--- config.mk ---
export PLATFORM = sky130hd
export DESIGN_NAME = fmap_streamer
export DESIGN_NICKNAME = d
export VERILOG_FILES = /design/src/rtl/fmap_streamer.sv
export SDC_FILE = /design/constraint.sdc
export NUM_CORES = 1
export LEC_CHECK = 0
export CAP_MARGIN = 20
export CORE_MARGIN = 2
export CORE_UTILIZATION = 51
export CTS_CLUSTER_DIAMETER = 120
export DETAILED_ROUTE_END_ITERATION = 16
export DONT_BUFFER_PORTS = 1
export MAX_ROUTING_LAYER = met4
export PLACE_DENSITY = 0.66
export SKIP_CTS_REPAIR_TIMING = 1
export SLEW_MARGIN = 20
export SYNTH_ARGS = -nofsm -noshare
export SYNTH_HDL_FRONTEND = slang
export SYNTH_SLANG_ARGS = --single-unit
--- constraint.sdc ---
create_clock -name clk -period 5.2 [get_ports clk]
set_input_delay 0.26 -clock clk [delete_from_list [all_inputs] [get_ports clk]]
set_output_delay 0.26 -clock clk [all_outputs]
set_load 0.05 [all_outputs]
--- src/rtl/fmap_streamer.sv ---
// Streams a stored ROWS x COLS feature map to a pooling stage in row-major order.
// Rows are separated by GAP idle cycles, and the frame ends with one tail cycle and a done pulse.
module fmap_streamer #(
  parameter int DW   = 16,
  parameter int COLS = 8,
  parameter int ROWS = 8,
  parameter int GAP  = 2,
  parameter int AW   = 6
) (
  input  logic          clk,
  input  logic          rst,
  input  logic          wr_en,
  input  logic [AW-1:0] wr_addr,
  input  logic [DW-1:0] wr_data,
  input  logic          start,
  output logic          busy,
  output logic          load,
  output logic [DW-1:0] conv_out,
  output logic          out_valid,
  output logic [AW-1:0] row_idx,
  output logic [AW-1:0] col_idx,
  output logic          done
);

  localparam int DEPTH = ROWS * COLS;

  typedef enum logic [1:0] {S_IDLE, S_STREAM, S_GAP, S_TAIL} state_t;

  state_t        state_q, state_d;
  logic [AW-1:0] row_q, row_d, col_q, col_d;
  logic [DW-1:0] conv_q, conv_d;
  logic [3:0]    gap_q, gap_d;
  logic          valid_q, valid_d, load_q, load_d, busy_q, busy_d, done_q, done_d;
  logic          fetch;
  logic          wr_ok;
  logic [AW-1:0] rd_addr;
  logic [DW-1:0] rd_data;
  logic [DW-1:0] mem_q [DEPTH];

  assign wr_ok = wr_en && !busy_q && (int'(wr_addr) < DEPTH);

  // NOTE: the frame buffer has no reset so it maps onto plain RAM; a reset must leave its contents intact.
  always_ff @(posedge clk) begin
    if (wr_ok) mem_q[wr_addr] <= wr_data;
  end

  // A write landing on the same edge as the first fetch is forwarded so the frame includes it.
  assign rd_addr = row_d * AW'(COLS) + col_d;
  assign rd_data = (wr_ok && (wr_addr == rd_addr)) ? wr_data : mem_q[rd_addr];
  assign conv_d  = fetch ? rd_data : conv_q;

  always_comb begin
    state_d = state_q;
    row_d   = row_q;
    col_d   = col_q;
    gap_d   = gap_q;
    valid_d = 1'b0;
    load_d  = load_q;
    busy_d  = busy_q;
    done_d  = 1'b0;
    fetch   = 1'b0;
    unique case (state_q)
      S_IDLE: begin
        if (start) begin
          state_d = S_STREAM;
          row_d   = '0;
          col_d   = '0;
          valid_d = 1'b1;
          load_d  = 1'b1;
          busy_d  = 1'b1;
          fetch   = 1'b1;
        end
      end
      S_STREAM: begin
        if (col_q != AW'(COLS - 1)) begin
          col_d   = col_q + AW'(1);
          valid_d = 1'b1;
          fetch   = 1'b1;
        end else if (row_q == AW'(ROWS - 1)) begin
          state_d = S_TAIL;
        end else if (GAP == 0) begin
          row_d   = row_q + AW'(1);
          col_d   = '0;
          valid_d = 1'b1;
          fetch   = 1'b1;
        end else begin
          state_d = S_GAP;
          gap_d   = '0;
        end
      end
      S_GAP: begin
        if (gap_q == 4'(GAP - 1)) begin
          state_d = S_STREAM;
          row_d   = row_q + AW'(1);
          col_d   = '0;
          valid_d = 1'b1;
          fetch   = 1'b1;
        end else begin
          gap_d = gap_q + 4'd1;
        end
      end
      S_TAIL: begin
        state_d = S_IDLE;
        load_d  = 1'b0;
        busy_d  = 1'b0;
        done_d  = 1'b1;
      end
      default: state_d = S_IDLE;
    endcase
  end

  // NOTE: state registers use non-blocking assignments so every flop samples pre-edge values.
  always_ff @(posedge clk or posedge rst) begin
    if (rst) begin
      state_q <= S_IDLE;
      row_q   <= '0;
      col_q   <= '0;
      gap_q   <= '0;
      conv_q  <= '0;
      valid_q <= 1'b0;
      load_q  <= 1'b0;
      busy_q  <= 1'b0;
      done_q  <= 1'b0;
    end else begin
      state_q <= state_d;
      row_q   <= row_d;
      col_q   <= col_d;
      gap_q   <= gap_d;
      conv_q  <= conv_d;
      valid_q <= valid_d;
      load_q  <= load_d;
      busy_q  <= busy_d;
      done_q  <= done_d;
    end
  end

  assign busy      = busy_q;
  assign load      = load_q;
  assign conv_out  = conv_q;
  assign out_valid = valid_q;
  assign row_idx   = row_q;
  assign col_idx   = col_q;
  assign done      = done_q;

endmodule
### After elaboration in Yosys (flattened, before gate mapping)

Memory sizes are Yosys's and may differ from the RTL's. A register that Yosys moved wholly into a read port is not among the register bits.
Index checks and enable logic that the tools add are counted.

| storage, ports and cells | value |
|---|---|
| register bits after elaboration | 21 |
| memory bits (writable) | 1024 |
| bits of input ports | 26 |
| output and inout bits | 32 |
| memories kept | 1 |

Memories:

| name | words | width | rd ports | clocked after memory_dff | wr ports | RTL line | source |
|---|---|---|---|---|---|---|---|
| mem_q | 64 | 16 | 1 | 1 | 1 | 38 | `logic [DW-1:0] mem_q [DEPTH];` |

| operators by class | value |
|---|---|
| add/sub/neg operators | 4 |
| equal/unequal tests | 11 |
| multiplexer cells | 25 |
| reductions and logical operators | 10 |

Operators with widths:

| cell | number |
|---|---|
| 6-bit 2-to-1 mux | 5 |
| 6-bit one-hot mux with 3 select lines | 1 |
| 6-bit by 1-bit adder with 6-bit output (second input constant) | 2 |
| 4-bit 2-to-1 mux | 3 |
| 6-bit one-hot mux with 2 select lines | 1 |
| 2-bit != test (second input constant) | 5 |
| 1-bit 2-to-1 mux | 8 |
| 2-bit one-hot mux with 4 select lines | 1 |
| 4-bit one-hot mux with 2 select lines | 1 |
| 6-bit adder | 1 |
| 6-bit by 3-bit == test with 1-bit output (second input constant) | 1 |
| 2-bit 2-to-1 mux | 3 |
| 6-bit by 3-bit != test with 1-bit output (second input constant) | 1 |
| 3-bit AND reduction | 2 |
| 2-bit nonzero test | 3 |
| 4-bit by 1-bit adder with 4-bit output (second input constant) | 1 |
| 2-bit == test (second input constant) | 2 |
| 4-bit by 1-bit == test with 1-bit output (second input constant) | 1 |
| 4-bit AND reduction | 1 |
| 1-bit one-hot mux with 3 select lines | 1 |
| 2-bit by 1-bit == test with 1-bit output (second input constant) | 1 |
| 2-bit zero test | 1 |
| 1-bit one-hot mux with 2 select lines | 1 |
| 2-bit AND reduction | 1 |
| 2 further kinds | 2 |

### Longest topological paths before layout

Gate-level depths: netlist (run 1).

| depth | value |
|---|---|
| depth after elaboration | 4 |
| depth in mapped cells | 22 |
| gate-level depth less buffers | 19 |

### Worst setup path after synthesis (run 1)

OpenSTA, ideal clock, no wires.

| path | value |
|---|---|
| path kind | reg-to-reg |
| start point | register col_q[5] (netlist: col_idx[5]) |
| end point | register conv_q[12] (netlist: conv_out[12]), read port of mem_q |
| arrival time | 4.389 ns |
| data required time | 5.118 ns |
| slack | 0.729 ns |
| stages on the path, launching flop included | 21 |
| clock period less this slack | 4.471 ns |
| cells stage by stage | dfrtp_1 or3_1 clkbuf_1 o21ai_0 o21ai_0 nand2_1 o31ai_1 ha_1 inv_1 fa_1 and3_1 a32o_1 a311oi_1 xnor2_2 buf_4 nor3b_1 buf_2 a22oi_1 o221ai_1 o21ai_0 a31oi_1 |

| between the ends | value |
|---|---|
| word-level cells in the longest chain between the ends | 4 |
| elaborated cells between the ends (all ways) | 9 |

RTL lines:

| item | RTL line | source |
|---|---|---|
| start, declared | 30 | `logic [AW-1:0] row_q, row_d, col_q, col_d;` |
| start signal, assigned | 127 | `col_q <= col_d;` |
| 6-bit by 3-bit != test with 1-bit output | 75 | `if (col_q != AW'(COLS - 1)) begin` |
| 6-bit 2-to-1 mux | 75 |  |
| 6-bit one-hot mux with 3 select lines | 62 | `unique case (state_q)` |
| via col_d[3] | 30 |  |
| 6-bit adder | 48 | `assign rd_addr = row_d * AW'(COLS) + col_d;` |
| end, declared | 31 | `logic [DW-1:0] conv_q, conv_d;` |

The timed path passes the listed nets, and every way through them passes these cells.
A chain may end at the register's enable or synchronous reset.

### Worst setup path in the final report (run 1)

| path | value |
|---|---|
| start point | register gap_q[1] |
| end point | register conv_q[6] (netlist: conv_out[6]), read port of mem_q |

| between the ends | value |
|---|---|
| word-level cells in the longest chain between the ends | 4 |
| elaborated cells between the ends (all ways) | 8 |

RTL lines:

| item | RTL line | source |
|---|---|---|
| start, declared | 32 | `logic [3:0] gap_q, gap_d;` |
| start signal, assigned | 128 | `gap_q <= gap_d;` |
| 4-bit by 1-bit == test with 1-bit output | 92 | `if (gap_q == 4'(GAP - 1)) begin` |
| 6-bit 2-to-1 mux | 92 |  |
| 6-bit one-hot mux with 2 select lines | 62 |  |
| via row_d[0] | 30 |  |
| 6-bit adder | 48 |  |

The timed path passes the listed nets, and every way through them passes these cells. The select of a mux whose other input is x is not followed.

==> results.toml, run 1 <==
[yosys]
ys.flop_type = "edfxtp_1"
ys_ff_latch = 1061
synth_cell_types = 74
synth_area_leaders = "edfxtp_1 73%, mux4_2 7.7%, nand2_1 2.8%, mux2i_1 2.5%, dfrtp_1 2.2%"
synth_top_area_cell = "edfxtp_1"
synth-edff-count = 1024
syn_area_per_cell_um2 = 17.23
ys_warn_count = 0
yosysSeqAreaShare_pct = 75.34
async_reset_ff_share_pct = 3.487
synth_fp_nets = 2472
synthCells = 2440
synth.top_cell.area_share_pct = 73.14
netlist_area_um2 = 42040

[drt]
firstDrtPassIters = 6
routedWlPerCell_um = 28.73
drc = 0
dr.first_iter.drc_count = 2928
viasPerCell = 6.298
num_vias = 23180
routed_wirelength_um = 105800
drtAntennaViolNets = 0

[pwr]
vdd_drop_max_v = 0.0004307
p_sw_mw = 9.855
static-leakage-power_nw = 15.56
total_power_mw = 27.33
p_int_mw = 17.48
power_frac_comb_pct = 36.3
seqPwrFrac_pct = 36.3
power.density_nw_per_um2 = 573.9
clkPwrFrac_pct = 27.3
p_sw_share_pct = 36.05

[global_routing]
grt_max_degree = 116
track_usage_pct = 25.66
grt_pass1_wl_um = 155100
overflow = 0
grt_pass1_vias = 22490
antenna_found_initial = 0

[cells_and_area]
nets = 2557
finish.instance_area_um2 = 47630
final.fill_count = 6053
antennaDiodeCount = 0
drive_above_1_share_pct = 18.04
syn_to_final_growth_pct = 13.29

[clocking]
numCtsBuffers = 105
clock_sinks = 1061
cts_tree = "built"
clkTransAtPathRegs_ps = 60
cts_buffer_depth = 3
cts_root_buf = "clkbuf_16"
htreeDepth = 3
clk_latency_ps = 690

[timing]
hold_violations = 16
finClkSkew_ps = 29.59
drv_slew = 0
layout_setup_ws_ps = 213.2
finalCriticalPeriod_ps = 4987
rsz0062_at_grt = "no"
max-slew-margin-rel_pct = 24.29
fmax_ghz = 0.2005
whs_ps = -53.78
tns_ps = 0
setup_viol = 0
post-route-period-util_pct = 95.90
worst_pin_slew_ps = 1134

[worst_setup_path]
path_class = "reg2reg"
start_kind = "flip-flop"
crit_path_end_kind = "flip-flop"
crit_path_max_incr_delay_ps = 520
cpMaxStageDelayCell = "or4b_4"
crit_chain = "inv_1, ha_1, or4b_4, o21ai_0, a22o_1, ha_1, inv_1, fa_1, and3_1, a32o_1, a311oi_1, buf_4, xnor2_4, buf_12, and2_0, buf_6, a22oi_1, a21boi_1, o21ai_2, a31oi_1"
cp.required_ps = 5750
arrival_ps = 5530
crit_fanout = 22

[die]
dieWidth_um = 291.1
io_pins = 58
die_height_um = 291.1
core_um2 = 81850
rows = 105
dieArea_um2 = 84750
initial_core_util_pct = 51.37

[min_path]
hold_path.class = "in2reg"

[place]
dpl_cell_area_um2 = 43560
dp_slack_ps = -293.0
hpwl_um = 61650
io_buffers = 0
place.gp.congestion = 0.8874

[run_status]
failed_checks = "negative hold slack"
outcome = "complete, but fails checks"

[run]
cap_violations = 0
[final cells by class]
cell class	count	area, µm²	area share (%)
sequential	1061	31680	66.50
multi-input combinational	1213	9694	20.35
clock buffer	133	2763	5.800
timing repair buffer	131	1463	3.071
tap	1070	1339	2.811
clock inverter	60	638.1	1.340
inverter	13	58.81	0.1235
[worst max-delay path: cells and delay by family (launching register included)]
family / cells / cell delay [ps]
AOI/OAI and AO/OA: 8 / 1820
and+or+nand+nor: 3 / 930
adders and majority gates: 3 / 800
buffers and inverters: 5 / 740
DFF: 1 / 410
xor gates and xnor gates: 1 / 140
[cell families after synthesis]
kind of cell	after synthesis	share of synthesized area (%)
adder cells (fa/ha/maj)	6	0.1964
flip-flops	1061	75.34
AO/OA/AOI/OAI	360	5.857
AND/OR/NAND/NOR	588	6.125
XOR/XNOR	8	0.1845
multiplexers	251	10.26
buffers and inverters	166	2.033
[sequential cells by signal (all words and copies together), names as in the netlist]
register / flops
state_q: 2
mem_q: 1024
done: 1
out_valid: 1
gap_q: 4
row_idx: 6
conv_out: 16
busy: 1
col_idx: 6
[routing by layer]
metal	global-route usage [%]	part of all wire (%)
met2	38.44	47
met1	36.09	41
met4	7.949	3.1
met3	4.810	9.4
met5	-	0
[power groups by stage]
stage | sequential (mW) | combinational (mW) | clock, mW
finish | 9.93 | 9.93 | 7.47
global route | 9.94 | 10.5 | 7.90
CTS | 9.93 | 9.66 | 7.56
detailed placement | 10.1 | 9.63 | 0
global placement | 10.1 | 9.58 | 0
floorplan | 10.1 | 6.73 | 0
[Yosys cell counts (19+ instances only)]
master,count
a21oi_1,103
a221oi_1,52
a22oi_1,57
a31oi_1,32
buf_2,35
buf_4,19
clkbuf_1,74
dfrtp_1,37
edfxtp_1,1024
mux2i_1,106
mux4_2,144
nand2_1,312
nand3_1,106
nor2_1,92
o21ai_0,35
[placed cells by master (no fill, tap or decap), drive strengths merged, types with 57 or more instances in the layout]
master / Yosys / layout
mux4: 144 / 144
nand3: 106 / 106
nand2: 312 / 312
edfxtp: 1024 / 1024
buf: 79 / 122
nor2: 95 / 95
a22oi: 57 / 57
mux2i: 106 / 106
a21oi: 104 / 104
clkbuf: 74 / 133
[per-stage QoR]
| step | std cells | hold slack, ps | util, % |
|---|---|---|---|
| final | 3681 | -53.78 | 58.19 |
| after global routing | 3681 | -7.166 | 58.19 |
| after CTS | 3655 | -344.4 | 57.37 |
| after detailed placement | 3462 | 364.6 | 53.22 |
| after global placement | 3462 | 364.5 | 53.21 |
| after floorplan | 2440 | 358.9 | - |
[path summary, 6_finish.rpt]
path / start / to / slack [ps] / cells past startpoint
setup / recovery: gap_q[1] / conv_out[6] / 210 / 20
hold / removal: start / row_idx[2] / -50 / 4
setup reg to reg: gap_q[1] / conv_out[6] / 210 / 20
hold reg to reg: gap_q[1] / gap_q[1] / 550 / 2
max in group asynchronous: rst / col_idx[5] / 4290 / 2
min in group asynchronous: rst / row_idx[4] / 270 / 2
Power figures use the tool's default switching activity.
==> inputs of run 2 (changes only) <==
--- a/config.mk
+++ b/config.mk
@@ -5,6 +5,7 @@
 export SDC_FILE = /design/constraint.sdc
 export NUM_CORES = 1
 export LEC_CHECK = 0
+export ABC_AREA = 1
 export CAP_MARGIN = 20
 export CORE_MARGIN = 2
 export CORE_UTILIZATION = 51
==> run 2 against run 1 <==
Global-route usage is 1.9 points higher. Core utilization is 0.72 points lower. Die area is 11% higher. The flow still finishes with violations (negative hold slack). Routed wire length is 19% higher. Sequential power is 5.7% lower.
==> results.toml, run 2 <==
[timing]
finClkSkew_ps = 27.95
whs_ps = -17.75
post-route-period-util_pct = 85.49
drv_slew = 0
fmax_ghz = 0.2250
finalCriticalPeriod_ps = 4445
tns_ps = 0
hold_violations = 1
setup_viol = 0
rsz0062_at_grt = "no"
max-slew-margin-rel_pct = 29.17
worst_pin_slew_ps = 1061

[clocking]
numCtsBuffers = 109
clk_latency_ps = 690
clkTransAtPathRegs_ps = 60
clock_sinks = 1061
cts_tree = "built"
cts_buffer_depth = 3
cts_root_buf = "clkbuf_16"
htreeDepth = 3

[cells_and_area]
final_cell_mix = "1190 x nand2_1, 1040 x nand3_1, 1024 x edfxtp_1, 879 x inv_1, 114 x clkbuf_16"
nets = 4627
layout_commonest_cell = "nand2_1"
drive_above_1_share_pct = 6.695
final-instance-count-excl-fill = 5876
regMostFlops = "mem_q"
syn_to_final_growth_pct = 12.04
final.fill_count = 7418
antennaDiodeCount = 0
largest_reg_flops = 1024

[pwr]
power_frac_comb_pct = 1.4
seqPwrFrac_pct = 53.5
p_sw_share_pct = 19.71
p_sw_mw = 3.448
p_int_mw = 14.04
vdd_drop_max_v = 0.0002441
static-leakage-power_nw = 22.02
power.density_nw_per_um2 = 333.5
total_power_mw = 17.49
clkPwrFrac_pct = 45.1

[drt]
routed_wirelength_um = 126000
drtAntennaViolNets = 0
routedWlPerCell_um = 21.45
num_vias = 31860
dr.first_iter.drc_count = 4120
firstDrtPassIters = 8
drc = 0
viasPerCell = 5.422

[worst_setup_path]
arrival_ps = 5010
crit_fanout = 45
cp.required_ps = 5770
cpMaxStageDelayCell = "nand2_4"
crit_path_end_kind = "flip-flop"
rr_worst_depth = 18
crit_path_max_incr_delay_ps = 720
reg2reg_to = "conv_out[6]"
crit_chain = "buf_4, ha_1, nand2_1, nor2_1, nand2_1, nand2_1, nand2_4, nand2_4, buf_4, nand2_1, nand3_1, nand3_1, nand3_1, nand3_1, nand3_1, nand3_1, nand2_1, nand2_1"
regToRegSetupSlack_ps = 750
r2r_start = "col_idx[1]"
start_kind = "flip-flop"
endpoint = "conv_out[6]"
path_class = "reg2reg"
crit_start = "col_idx[1]"

[yosys]
synthTopCellsByCount = "1193 x nand2_1, 1040 x nand3_1, 1024 x edfxtp_1"
synthCells = 4582
synth_top_area_cell = "edfxtp_1"
ys_ff_latch = 1061
async_reset_ff_share_pct = 3.487
netlist_area_um2 = 46810
ys.flop_type = "edfxtp_1"
ys_warn_count = 0
synth_most_common_cell = "nand2_1"
synth_cell_types = 37
synth.top_cell.area_share_pct = 65.69
synth-edff-count = 1024
yosysSeqAreaShare_pct = 67.67
synth_area_leaders = "edfxtp_1 66%, nand3_1 11%, nand2_1 9.6%, inv_1 7.1%, dfrtp_1 2.0%"
syn_area_per_cell_um2 = 10.22
synth_fp_nets = 4614

[die]
io_pins = 58
rows = 111
dieArea_um2 = 94220
core_um2 = 91250
initial_core_util_pct = 51.30
die_height_um = 307.0
dieWidth_um = 307.0

[run_status]
failed_checks = "negative hold slack"
outcome = "complete, but fails checks"

[global_routing]
grt_pass1_vias = 29810
track_usage_pct = 27.57
grt_max_degree = 160
overflow = 0
grt_pass1_wl_um = 189000
antenna_found_initial = 1

[place]
place.gp.congestion = 0.9307
hpwl_um = 68560
io_buffers = 0
dp_cells = 5636

[run]
cap_violations = 0

[min_path]
hold_path.class = "in2reg"
-- run 2: changes by cell type in the layout (fill, tap and decap cells not counted), sizes merged, moves of 97 or more --
cell / change
a21oi: -97
nand2: +885
nand3: +936
inv: +870
mux4: -144
mux2i: -106
-- run 2: worst min path at each step --
| stage | cells after the start | end | from |
|---|---|---|---|
| floorplan | 0 | mem_q[0][0] | wr_data[0] |
| global placement | 2 | done | rst |
| global route | 2 | mem_q[50][3] | wr_addr[0] |
| detailed placement | 2 | done | rst |
| CTS | 2 | done | rst |
| finish | 4 | state_q[0] | start |
-- run 2: area by class of cell --
type                       instances  area (µm²)  area share (%)
inverter                         890        3343           6.375
multi-input combinational       2391       10660           20.32
sequential                      1061       31680           60.40
clock inverter                    65       631.9           1.205
tap                             1186        1484           2.829
timing repair buffer             142        1669           3.183
clock buffer                     141        2984           5.690
-- run 2: power groups by stage --
stage / Sequential, mW / Combinational, mW / Clock, mW
after floorplan: 9.55 / 0.0164 / 0
after global placement: 9.54 / 0.0227 / 0
after detailed placement: 9.54 / 0.0228 / 0
after CTS: 9.36 / 0.0228 / 7.97
after global routing: 9.36 / 0.249 / 8.30
final: 9.36 / 0.240 / 7.88
-- run 2: critical path: cells and delay by family, from the launching register on --
kind | cells | cell delay (ps)
buffers and inverters | 2 | 800
DFF | 1 | 320
adders and majority gates | 1 | 200
and+or+nand+nor | 15 | 2930
-- run 2: kinds of logic after synthesis --
| family | count (synthesis) | share of synthesized area [%] |
|---|---|---|
| multiplexers | 1 | 0.02406 |
| AND/OR/NAND/NOR | 2336 | 21.70 |
| adder cells (fa/ha/maj) | 6 | 0.1764 |
| XOR/XNOR | 6 | 0.1123 |
| flip-flops | 1061 | 67.67 |
| buffers and inverters | 1130 | 9.789 |
| AO/OA/AOI/OAI | 42 | 0.5266 |
-- run 2: metrics by stage --
stage	area, µm²	utilization, %	worst slack, ps	hold WS (ps)
after floorplan	46810	-	1399	358.9
after global placement	48210	52.83	909.2	318.5
after detailed placement	48210	52.83	839.4	318.7
after CTS	51820	56.80	837.0	-412.5
after global routing	52450	57.48	299.0	2.921
final	52450	57.48	754.8	-17.75
-- run 2: layer usage --
metal,vias to the layer above,share of wire (%),GRT usage (%)
met1,15280,41,37.30
met4,0,2.9,8.276
met5,-,0,-
met3,219,9.2,5.217
li1,14970,-,-
met2,1396,47,42.65
